### config.mk
export PLATFORM = sky130hd
export DESIGN_NAME = note_judge
export DESIGN_NICKNAME = d
export VERILOG_FILES = /design/src/rtl/note_judge.sv
export SDC_FILE = /design/constraint.sdc
export NUM_CORES = 1
export LEC_CHECK = 0
export ABC_AREA = 1
export CAP_MARGIN = 0
export CORE_MARGIN = 4
export CORE_UTILIZATION = 35
export CTS_CLUSTER_DIAMETER = 80
export CTS_CLUSTER_SIZE = 24
export DETAILED_ROUTE_END_ITERATION = 16
export PLACE_DENSITY = 0.68
export SKIP_LAST_GASP = 1
export SYNTH_ARGS = -nofsm -noshare
export SYNTH_HDL_FRONTEND = slang
export SYNTH_SLANG_ARGS = --single-unit
### constraint.sdc
create_clock -name clk -period 4.5 [get_ports clk]
set_input_delay 0.9 -clock clk [delete_from_list [all_inputs] [get_ports clk]]
set_output_delay 0.9 -clock clk [all_outputs]
set_load 0.01 [all_outputs]
### src/rtl/note_judge.sv
// note_judge: judges drum presses against the three-lane note window and tracks score/combo.
module note_judge #(
    parameter int WIDTH       = 27,
    parameter int HIT_HI      = 26,
    parameter int HIT_LO      = 22,
    parameter int PERFECT_BIT = 24,
    parameter int SCORE_W     = 16,
    parameter int COMBO_W     = 10,
    parameter int PERFECT_PTS = 3,
    parameter int GOOD_PTS    = 1
) (
    input  logic               clk,
    input  logic               reset,
    input  logic               shift_tick,
    input  logic               song_load,
    input  logic [WIDTH-1:0]   window_blue,
    input  logic [WIDTH-1:0]   window_red,
    input  logic [WIDTH-1:0]   window_yellow,
    input  logic               key_blue,
    input  logic               key_red,
    input  logic               key_yellow,
    output logic [SCORE_W-1:0] score,
    output logic [COMBO_W-1:0] combo,
    output logic [COMBO_W-1:0] max_combo,
    output logic               judge_valid,
    output logic [1:0]         judge_code,
    output logic [1:0]         judge_lane
);
    typedef enum logic [1:0] {IDLE, LOAD, PLAY} state_t;
    state_t state;
    logic [2:0][WIDTH-1:0] win, cons, cons_next, avail, hm, used;
    logic [2:0] keys, key_q, press, perf, good, miss;
    logic play, clr, jv;
    logic [1:0] np, ng, nh, jc, jl;
    logic [SCORE_W-1:0] pts, score_next;
    logic [SCORE_W:0] s_sum;
    logic [COMBO_W:0] c_sum;
    logic [COMBO_W-1:0] combo_next, max_next;
    assign win   = {window_yellow, window_blue, window_red};
    assign keys  = {key_yellow, key_blue, key_red};
    assign press = keys & ~key_q;
    assign play  = state == PLAY && !song_load;
    assign clr   = state == LOAD || (state == PLAY && song_load);
    // Lane index 0/1/2 = red/blue/yellow, which is also the judge_lane encoding.
    always_comb begin
        avail = '0;
        hm = '0;
        used = '0;
        cons_next = '0;
        perf = '0;
        good = '0;
        miss = '0;
        for (int l = 0; l < 3; l++) begin
            avail[l] = win[l] & ~cons[l];
            if (play && press[l])
                for (int i = HIT_LO; i <= HIT_HI; i++)
                    if (avail[l][i]) begin
                        hm[l] = '0;
                        hm[l][i] = 1'b1;
                    end
            perf[l] = hm[l][PERFECT_BIT];
            good[l] = |hm[l] && !hm[l][PERFECT_BIT];
            used[l] = cons[l] | hm[l];
            miss[l] = play && shift_tick && win[l][WIDTH-1] && !used[l][WIDTH-1];
            cons_next[l] = shift_tick ? used[l] << 1 : used[l];
        end
    end
    always_comb begin
        np = {1'b0, perf[0]} + {1'b0, perf[1]} + {1'b0, perf[2]};
        ng = {1'b0, good[0]} + {1'b0, good[1]} + {1'b0, good[2]};
        nh = np + ng;
        pts = SCORE_W'(PERFECT_PTS) * SCORE_W'(np) + SCORE_W'(GOOD_PTS) * SCORE_W'(ng);
        s_sum = {1'b0, score} + {1'b0, pts};
        score_next = s_sum[SCORE_W] ? '1 : s_sum[SCORE_W-1:0];
        c_sum = {1'b0, combo} + (COMBO_W+1)'(nh);
        combo_next = |miss ? '0 : c_sum[COMBO_W] ? '1 : c_sum[COMBO_W-1:0];
        max_next = combo_next > max_combo ? combo_next : max_combo;
    end
    // Lowest priority written first so miss > perfect > good and red > blue > yellow win.
    always_comb begin
        jv = |miss || |perf || |good;
        jc = 2'b00;
        jl = 2'b00;
        for (int l = 2; l >= 0; l--)
            if (good[l]) begin
                jc = 2'b01;
                jl = 2'(l);
            end
        for (int l = 2; l >= 0; l--)
            if (perf[l]) begin
                jc = 2'b10;
                jl = 2'(l);
            end
        for (int l = 2; l >= 0; l--)
            if (miss[l]) begin
                jc = 2'b11;
                jl = 2'(l);
            end
    end
    always_ff @(posedge clk) begin
        if (reset) begin
            state <= IDLE;
            score <= '0;
            combo <= '0;
            max_combo <= '0;
            judge_valid <= 1'b0;
            judge_code <= 2'b00;
            judge_lane <= 2'b00;
            key_q <= '0;
            cons <= '0;
        end else begin
            state <= song_load ? LOAD : state == IDLE ? IDLE : PLAY;
            key_q <= keys;
            judge_valid <= play && jv;
            judge_code <= play ? jc : 2'b00;
            judge_lane <= play ? jl : 2'b00;
            if (clr) begin
                score <= '0;
                combo <= '0;
                max_combo <= '0;
                cons <= '0;
            end else if (play) begin
                score <= score_next;
                combo <= combo_next;
                max_combo <= max_next;
                cons <= cons_next;
            end
        end
    end
endmodule

==> flow_summary.json <==
{
  "fin_cells": 862,
  "synth_nets": 672,
  "power.internal_w": 0.000853,
  "fin_ws_ps": -11.6,
  "p_leak_nw": 2.69,
  "reg2reg_slack_ps": 220,
  "fp-row-count": 38,
  "clk_latency_ps": 350,
  "hold_class": "reg -> reg",
  "cp-start-kind": "input pin",
  "drive_above_1_share_pct": 33.8,
  "fin_crit_sh_pct": 100,
  "async_flop_share_pct": 0,
  "tightest_slew_ps": 880,
  "comb_power_share_pct": 13.8,
  "synth_area_mm2": 0.00388,
  "num-fill-cells": 993,
  "cts_hold_buf": 0,
  "areaGrowthSynthToFinish_pct": 54.1,
  "routabilityCongestion": 0.891,
  "nets": 833,
  "swShare_pct": 26.4,
  "rsz0062_at_grt": "true",
  "drv_cap": 0,
  "p_clk_share_pct": 38.7,
  "reg2regPathDepth": 27,
  "power.switching_w": 0.000307,
  "synth.avg_cell_area_um2": 6.99,
  "yosysUniqueCellTypes": 46,
  "die-area_mm2": 0.0128,
  "via_per_inst": 4.92,
  "cts.sinks": 61,
  "port_buffers": 62,
  "track_usage_pct": 18.4,
  "finalWirelength_mm": 12.1,
  "holdPathStages": 2,
  "final_max_slew_viol_count": 0,
  "ios": 129,
  "placedCellCount": 800,
  "cp_max_fo": 4,
  "grt_pass1_vias": 4178,
  "register_area_mm2": 0.00122,
  "synth_edf_count": 0,
  "initial_core_util_pct": 35.8,
  "power.density_mw_per_mm2": 194,
  "crit_arrival_ps": 4750,
  "drt_iter0_drc": 218,
  "cts_tree": "built",
  "grt_pass1_wl_mm": 19.0,
  "reg2reg_from": "state[0]$_SDFF_PP0_",
  "status": "complete, but fails checks",
  "crit_required_ps": 4740,
  "tritoncts.num_buffers": 9,
  "seq_area_frac_synth_pct": 31.4,
  "core_mm2": 0.0108,
  "htree_levels": 3,
  "dp_hpwl_mm": 7.93,
  "post-route-min-period_ps": 4510,
  "syn-instance-count": 556,
  "setup_viol": 1,
  "regToRegEndpoint": "max_combo[1]$_SDFFE_PP0P_",
  "worstSetupPathType": "in -> reg",
  "peakVddDrop_mv": 0.102,
  "postRouteAntennaNets": 0,
  "yosys_register_bits": 61,
  "critPathLaunch": "window_red[25]",
  "cts-root-buf": "clkbuf_8",
  "multi_input_area_mm2": 0.00269,
  "min_from": "cons[49]$_SDFFE_PP0N_",
  "grt_overflow": 0,
  "violations": "negative setup slack",
  "crit_path_end_kind": "flip-flop",
  "finalPower_w": 0.00116,
  "routedWlPerCell_um": 14.0,
  "die_y_um": 113,
  "vias": 4242,
  "hold_end": "cons[49]$_SDFFE_PP0N_",
  "ys.flop_type": "dfxtp_1",
  "place_ws_ps": -982,
  "yosysWarnings": 0,
  "cts_buffer_depth": 2,
  "antenna_found_initial": 0,
  "pwr-share-seq_pct": 47.5,
  "fp.dieW_um": 113,
  "n_antenna_cell": 0,
  "hold_viol_final": 0,
  "remaining_drc_errors": 0,
  "fin_skew_ps": 5.87,
  "path_clk_slew_ps": 70,
  "grt_max_degree": 28,
  "slew_headroom_pct": 41.0,
  "first_pass_iters": 5,
  "max_freq_ghz": 0.222
}
==> sequential cells by signal (all words and copies together), names as in the netlist <==
| name | flops |
|---|---|
| cons | 15 |
| max_combo | 10 |
| judge_valid | 1 |
| score | 16 |
| judge_lane | 2 |
| key_q | 3 |
| combo | 10 |
| judge_code | 2 |
| state | 2 |
==> worst max-delay path by stage <==
stage	to	slack [ps]
final	max_combo[2]$_SDFFE_PP0P_	-10
after global placement	max_combo[0]$_SDFFE_PP0P_	-820
after global routing	max_combo[5]$_SDFFE_PP0P_	-180
after CTS	max_combo[9]$_SDFFE_PP0P_	0.1
after detailed placement	max_combo[0]$_SDFFE_PP0P_	-980
after floorplan	max_combo[0]$_SDFFE_PP0P_	-180
==> power by group through the flow <==
stage | Combinational (W) | Sequential, W | Clock (W)
6_report | 0.000160 | 0.000551 | 0.000449
5_1_grt | 0.000173 | 0.000551 | 0.000486
4_1_cts | 0.000143 | 0.000551 | 0.000462
3_5_place_dp | 0.000116 | 0.000562 | 0
3_3_place_gp | 0.000114 | 0.000562 | 0
2_1_floorplan | 0.0000576 | 0.000563 | 0
==> stage by stage <==
step / TNS (ps) / util [%] / area [um^2] / hold WS (ps)
detailed placement: -19490 / 46.8 / 5070 / 469
finish: -11.6 / 55.2 / 5990 / 478
CTS: 0 / 52.7 / 5720 / 478
global placement: -16990 / 46.8 / 5070 / 465
floorplan: -1700 / - / 3930 / 449
global route: -1540 / 55.2 / 5990 / 501
==> placed cells by master, fill, tap and decap left out, types with 21 or more instances in the layout <==
| cell | instances |
|---|---|
| buf_4 | 96 |
| nand2_1 | 93 |
| inv_1 | 65 |
| dfxtp_1 | 61 |
| nor2_1 | 52 |
| clkdlybuf4s50_1 | 43 |
| nand3_1 | 33 |
| a21oi_1 | 24 |
| nand2_2 | 21 |
==> Yosys cell counts, types with 2 or more instances <==
cell	count	area, um^2
fa_1	6	120
inv_2	8	30.0
buf_4	2	15.0
xnor2_1	3	26.3
nand3b_1	3	22.5
nand3_1	35	175
o21ai_0	26	130
inv_1	75	282
nor3_2	3	30.0
a211oi_1	2	15.0
or2_2	2	12.5
a21oi_1	30	150
buf_2	2	10.0
o21ai_2	2	17.5
and2_1	2	12.5
nor3_1	8	40.0
clkbuf_1	5	18.8
nand2_1	116	435
nor2_1	72	270
xor2_1	6	52.6
nand2_2	6	37.5
a31oi_1	9	56.3
o21a_1	4	30.0
nand4_1	7	43.8
o21ai_1	8	40.0
nor2_4	10	113
dfxtp_1	61	1220
nor2_2	2	12.5
ha_1	22	275
a311oi_1	3	26.3
==> layout make-up <==
class                   count  share of cell area, %
well taps                 140                   2.93
multi-input cells         399                   45.0
repair inverters            1                 0.0627
inverters                  84                   5.73
flip-flops and latches     61                   20.4
clock buffers              15                   2.78
repair buffers            161                   23.0
clock inverters             1                 0.0836
==> routing by layer <==
metal,global-route usage (%),part of all wire (%),up-vias
li1,-,-,2108
met1,21.3,42,1995
met2,31.9,50,107
met3,5.03,4.9,32
met4,7.29,3.0,0
met5,0,0,-
==> cell families after synthesis <==
kind of cell | count (synthesis) | share of synthesized area [%]
flops | 61 | 31.4
compound gates | 89 | 13.1
fa+ha+maj | 28 | 10.2
simple gates | 273 | 33.3
buf+inv | 96 | 9.95
xor+xnor | 9 | 2.03
==> timing repair <==
action	in CTS	in global routing
pin swaps	47	50
setup buffers	37	8
gates resized for setup	78	71
gates cloned	1	0
endpoints found under the setup margin	26	22
==> worst max-delay path: stages <==
cell and delay [ps]:
dlygate4sd2_1 250, nand2_2 80, nand2_2 80, o21ai_2 190, nand2_4 90, fa_2 620
ha_4 220, ha_4 160, fa_2 390, nand2_4 90, buf_4 120, nor2_1 40
xor2_1 150, o21ai_2 190, inv_2 90, ha_4 270, nand2_2 80, o21ai_2 140
nand2_1 80, nand3_2 90, nand2_4 90, buf_4 160, nor2_1 110, nor2_1 60
Note: power is estimated with default switching activity, not from simulation.
